===== config.mk =====
export PLATFORM = sky130hd
export DESIGN_NAME = fifo_stream_reader
export DESIGN_NICKNAME = d
export VERILOG_FILES = /design/src/rtl/fifo_stream_reader.sv
export SDC_FILE = /design/constraint.sdc
export NUM_CORES = 1
export LEC_CHECK = 0
export BUFFER_PORTS_ARGS = -buffer_cell sky130_fd_sc_hd__buf_2
export CAP_MARGIN = 10
export CORE_ASPECT_RATIO = 1.25
export CORE_MARGIN = 3
export CORE_UTILIZATION = 52
export CTS_BUF_LIST = sky130_fd_sc_hd__clkbuf_2
export DETAILED_ROUTE_END_ITERATION = 10
export MAX_ROUTING_LAYER = met4
export PLACE_DENSITY = 0.85
export SLEW_MARGIN = 0
export SYNTH_ARGS = -nofsm -noshare
export SYNTH_HDL_FRONTEND = slang
export SYNTH_SLANG_ARGS = --single-unit
export TNS_END_PERCENT = 1

===== constraint.sdc =====
create_clock -name i_clock -period 6.7 [get_ports i_clock]
set_input_delay 0.335 -clock i_clock [delete_from_list [all_inputs] [get_ports i_clock]]
set_output_delay 0.335 -clock i_clock [all_outputs]
set_load 0.01 [all_outputs]

===== src/rtl/fifo_stream_reader.sv =====
// Read-side adapter for a one-cycle-latency block-RAM FIFO: tracks the in-flight read
// and parks returned words in a two-slot skid buffer presented as a valid/ready stream.
module fifo_stream_reader #(
  parameter int WIDTH    = 8,
  parameter int CNT_BITS = 16
) (
  input  logic                i_clock,
  input  logic                i_reset,
  input  logic                i_fifo_empty,
  output logic                o_fifo_read,
  input  logic [WIDTH-1:0]    i_fifo_rdata,
  output logic                o_valid,
  output logic [WIDTH-1:0]    o_data,
  input  logic                i_ready,
  input  logic                i_flush,
  output logic [1:0]          o_level,
  output logic [CNT_BITS-1:0] o_count
);

  logic [WIDTH-1:0]    head;
  logic [WIDTH-1:0]    tail;
  logic [1:0]          level;
  logic                inflight;
  logic [CNT_BITS-1:0] count;

  logic                pop;
  logic [1:0]          occupancy;
  logic [1:0]          kept;
  logic [1:0]          level_next;

  // occupancy = buffered words plus the word still on its way from the FIFO; it never
  // exceeds 2, so a new read is only allowed when a slot is guaranteed for its data.
  always_comb begin
    o_valid     = i_reset & ~i_flush & (level != 2'd0);
    pop         = o_valid & i_ready;
    occupancy   = level + {1'b0, inflight};
    o_fifo_read = i_reset & ~i_flush & ~i_fifo_empty &
                  ((occupancy - {1'b0, pop}) < 2'd2);
    kept        = level - {1'b0, pop};
    level_next  = kept + {1'b0, inflight};
  end

  always_ff @(posedge i_clock) begin
    if (!i_reset) begin
      level    <= 2'd0;
      inflight <= 1'b0;
      count    <= '0;
    end else if (i_flush) begin
      level    <= 2'd0;
      inflight <= 1'b0;
    end else begin
      inflight <= o_fifo_read;
      level    <= level_next;
      if (pop) begin
        count <= count + 1'b1;
      end
    end
  end

  // Data slots need no reset: level alone decides which slots hold live words.
  always_ff @(posedge i_clock) begin
    if (i_reset && !i_flush) begin
      if (pop) begin
        head <= tail;
      end
      if (inflight) begin
        if (kept == 2'd0) begin
          head <= i_fifo_rdata;
        end else begin
          tail <= i_fifo_rdata;
        end
      end
    end
  end

  assign o_data  = head;
  assign o_level = level;
  assign o_count = count;

endmodule


=== Word-level counts from Yosys, hierarchy flattened ===
Index checks and enable logic that the tools add are counted.

* Multiply operators: 0
* Order comparisons: 1
* Reduce and logical (&&, ||, !) cells: 7
* Div/mod/pow operators: 0
* $add $sub $neg: 5
* Multiplexer cells: 3
* Bitwise operators: 9
* Shift operators: 0
* Eq/ne operators: 0

{| class="wikitable"
|+ Operators by type and width
! cell !! count
|-
| $mux 8 || 3
|-
| $add 16x1->16 const B || 1
|-
| $and 1x1->1 || 5
|-
| $add 2x1->2 || 2
|-
| $not 1->1 || 4
|-
| $sub 2x1->2 || 2
|-
| $reduce_and 3->1 || 1
|-
| $logic_not 2->1 || 1
|-
| $lt 2x2->1 const B || 1
|-
| $reduce_and 2->1 || 1
|-
| $reduce_bool 2->1 || 1
|-
| $reduce_or 2->1 || 1
|-
| $logic_and 1x1->1 || 1
|-
| $logic_not 1->1 || 1
|}

* Register bits: 35
* RAM bits: 0
* Input bits: 13
* Memories kept: 0
* ROM bits: 0
* Bits in latches: 0
* Output and inout bits: 28

=== Logic depth before layout (Yosys ltp) ===
* Word-level depth: 8
* Depth in mapped cells: 11
* Mapped depth without buffers: 9

=== Worst setup path before layout ===
No wires, ideal clock.

* Kind: register -> register
* From: register level[1] (netlist: o_level[1])
* To: register tail[0] (enable)
* Path buffers: 1
* Required time: 6.314 ns
* Stages on the path, launching flop included: 8
* Arrival: 2.182 ns
* Setup slack: 4.131 ns
* Clock period less this slack: 2.569 ns
* Cell sequence: dfxtp_1 -> or2_2 -> nand3_1 -> inv_1 -> buf_2 -> ha_1 -> xnor2_1 -> a211oi_1

* Cells in the longest elaborated chain, start to end: 7

{| class="wikitable"
|+ Ends and longest elaborated chain
! item !! RTL line !! text
|-
| from (decl) || 22 || <nowiki>logic [1:0] level;</nowiki>
|-
| from (signal assigned) || 53 || <nowiki>level <= level_next;</nowiki>
|-
| $reduce_bool 2->1 || 34 || <nowiki>o_valid = i_reset & ~i_flush & (level != 2'd0);</nowiki>
|-
| $and 1x1->1 || 34 ||
|-
| $and 1x1->1 || 35 || <nowiki>pop = o_valid & i_ready;</nowiki>
|-
| $sub 2x1->2 * || 39 || <nowiki>kept = level - {1'b0, pop};</nowiki>
|-
| $logic_not 2->1 * || 67 || <nowiki>if (kept == 2'd0) begin</nowiki>
|-
| $not 1->1 (no line) * || - ||
|-
| $reduce_and 3->1 (no line) * || - ||
|-
| to (signal assigned) || 70 || <nowiki>tail <= i_fifo_rdata;</nowiki>
|-
| to (decl) || 21 || <nowiki>logic [WIDTH-1:0] tail;</nowiki>
|}

Mark *: on every way between the ends. The rest lies on a longest branch, timed or not.
A chain may end at the register's enable or synchronous reset.

=== Worst setup path after layout ===
* From: register level[1] (netlist: o_level[1])
* To: register tail[6] (enable)

Same word-level chain as after synthesis.

==> run summary <==
Fmax achieved -> 0.316 GHz
vias in the first global route -> 1187
CTS tree -> done
number of synthesized register bits -> 35
Lkg Pwr -> 0.787 nW
Via density -> 5.69
global-route wire length before repair -> 5450 um
htree depth -> 2
initial core utilization -> 0.545
DP Wirelength -> 2590 um
Worst-path clk slew -> 0.15 ns
Setup CP Type -> reg2reg
slew at the pin closest to its max-slew limit -> 1.10 ns
synthesized net count -> 175
total power -> 0.348 mW
Slew headroom -> 0.262
Synth top area share -> 0.297
Max Cap Viol -> 0
CP max FO -> 14
IO buf count -> 40
Total GRT Usage -> 0.196
Sink Count -> 35
setup skew after layout -> 0.0116 ns
crit path DAT -> 3.19 ns
hold crit path type -> in2reg
cells after synthesis -> 158
Row Count -> 22
Final Max Slew Viols -> 0
drt drc -> 0
die height -> 68.4 um
CTS buffer count -> 5
wirelength, routed -> 3530 um
CTS root buf -> clkbuf_2
leading area contributor after synthesis -> edfxtp_1
DR vias -> 1354
fin crit share -> 0.472
die area -> 3830 sq um
antenna violations before repair -> 0
# setup viols final -> 0
synth-to-layout area growth -> 16.1%
Fin. Hold Viols -> 0
Congestion Overflow GR -> 0
Final Wtd Congestion -> 0.789
CTS Buffer Depth -> 2
status -> finished clean
post-layout min period -> 3.17 ns
nets -> 218
CORE AREA -> 2970 sq um
DRT antenna net count -> 0
Setup TNS -> 0 ns
drt first pass iters -> 4
Startpoint Class -> flop
hold_buf cts -> 0
I/O pins -> 41
chip width -> 55.9 um
clk_lat worst skew -> 0.39 ns
Critical Path RT -> 6.72 ns
WL per Instance -> 14.8 um
unrepaired setup endpoints after global routing -> no
Yosys warnings -> 0
antenna cells -> 0
DR iter-0 viols -> 44
PD cells -> 185 nW/um^2
post-CTS setup repair buffer count -> 0
top post-synthesis cells by area -> edfxtp_1, dfxtp_1, nand2_1, xnor2_1, a31oi_1
synthesized cell area -> 1620 sq um
Setup crit end kind -> flop
register area share after synthesis -> 0.531
post_cts resized -> 0
IR Drop Worst-Case VDD -> 0.142 mV
Netlist cell types -> 34
largest net degree at the start of global routing -> 17
syn avg cell area -> 10.3 sq um
ratio of cells with drive above 1 in the final layout -> 0.287
-- cells by family (layout without fill, tap and decap cells) --
group / after synthesis / count (layout) / share of synthesized area
xor+xnor: 7 / 7 / 0.0378
compound gates: 28 / 28 / 0.108
simple gates: 69 / 69 / 0.237
mux: 3 / 3 / 0.0185
flops: 35 / 35 / 0.531
fa+ha+maj: 4 / 4 / 0.0309
buf+inv: 12 / 56 / 0.0363
-- cell type report --
class	count	area [sq um]
Tap cell	36	45.0
Inverter	8	35.0
Sequential cell	35	861
Timing Repair Buffer	40	200
Multi-Input combinational cell	111	701
Clock buffer	7	35.0
Fill cell	257	1090
Clock inverter	1	5.00
-- state kept, by name, indices dropped and copies added, names as in the netlist --
signal,flops
o_count,16
o_data,8
inflight,1
o_level,2
tail,8
-- synth_stat cells --
| cell | number |
|---|---|
| clkinv_1 | 1 |
| o311ai_0 | 1 |
| and4_1 | 1 |
| buf_6 | 1 |
| nand2b_4 | 1 |
| o21ai_0 | 2 |
| or2_2 | 1 |
| nand2_1 | 25 |
| and3_1 | 2 |
| a211oi_1 | 1 |
| o41ai_1 | 1 |
| and3_4 | 1 |
| or4_1 | 6 |
| a31oi_1 | 8 |
| and2_2 | 4 |
| xor2_1 | 1 |
| o31ai_1 | 6 |
| nand3_4 | 1 |
| buf_2 | 1 |
| edfxtp_1 | 16 |
| mux2i_1 | 3 |
| clkbuf_1 | 2 |
| dfxtp_1 | 19 |
| nor3_1 | 2 |
| inv_1 | 6 |
| a21oi_1 | 9 |
| xnor2_1 | 6 |
| ha_1 | 4 |
| nor2_1 | 12 |
| clkinv_4 | 1 |
| nand3_1 | 5 |
| nand4_4 | 1 |
| or3_1 | 2 |
| nand4_1 | 5 |
-- metrics by stage --
stage	worst slack, ns	instances	hold WS (ns)	cell area, sq um	util
final	3.53	238	0.108	1880	0.633
after global routing	3.30	238	0.104	1880	0.633
after CTS	3.55	238	0.0923	1880	0.633
after detailed placement	3.49	230	0.475	1840	0.620
after global placement	3.55	230	0.462	1840	0.620
after floorplan	4.13	158	0.414	1620	-
-- critical path, stage by stage, from the launching register on --
cell      delay (ns)
dfxtp_1         0.38
or2_2           0.37
nand3_1         0.33
inv_1           0.34
ha_1            0.29
xnor2_1         0.16
a211oi_1        0.93
-- layer usage --
metal	part of all wire	vias to the layer above	global-route usage
met5	0	-	-
met4	0.027	0	0.107
met3	0.066	10	0.0585
met2	0.47	65	0.311
met1	0.43	613	0.227
li1	-	666	-
-- cells in the final DEF (no fill, tap or decap) --
| cell | n |
|---|---|
| nand4_1 | 5 |
| mux2i_1 | 3 |
| buf_2 | 40 |
| nand2_1 | 25 |
| or3_1 | 2 |
| o41ai_1 | 1 |
| a211oi_1 | 1 |
| xor2_1 | 1 |
| nand2b_4 | 1 |
| and4_1 | 1 |
| and3_4 | 1 |
| nor2_1 | 12 |
| clkinv_4 | 1 |
| nand3_4 | 1 |
| clkinv_2 | 1 |
| inv_1 | 6 |
| edfxtp_1 | 16 |
| or2_2 | 1 |
| or4_1 | 6 |
| xnor2_1 | 6 |
| and2_2 | 4 |
| o21ai_0 | 2 |
| a31oi_1 | 8 |
| a21oi_1 | 9 |
| nor3_1 | 2 |
| clkinv_1 | 1 |
| nand4_4 | 1 |
| o31ai_1 | 6 |
| and3_1 | 2 |
| nand3_1 | 5 |
| o311ai_0 | 1 |
| ha_1 | 4 |
| clkbuf_2 | 7 |
| dfxtp_1 | 19 |
-- report_power, final --
part	switching [mW]	total, mW	internal, mW
Combinational	0.0134	0.0217	0.00830
Sequential	0.00163	0.228	0.227
Clock	0.0690	0.0974	0.0284
-- final timing paths --
check / start / end / slack (ns) / cells after the start
worst max-delay path: o_level[1] / tail[6] / 3.53 / 6
worst min-delay path: i_fifo_empty / inflight / 0.11 / 2
worst max register to register: o_level[1] / tail[6] / 3.53 / 6
worst min register to register: o_count[15] / o_count[15] / 0.49 / 1
Note: power is estimated with default switching activity, not from simulation.
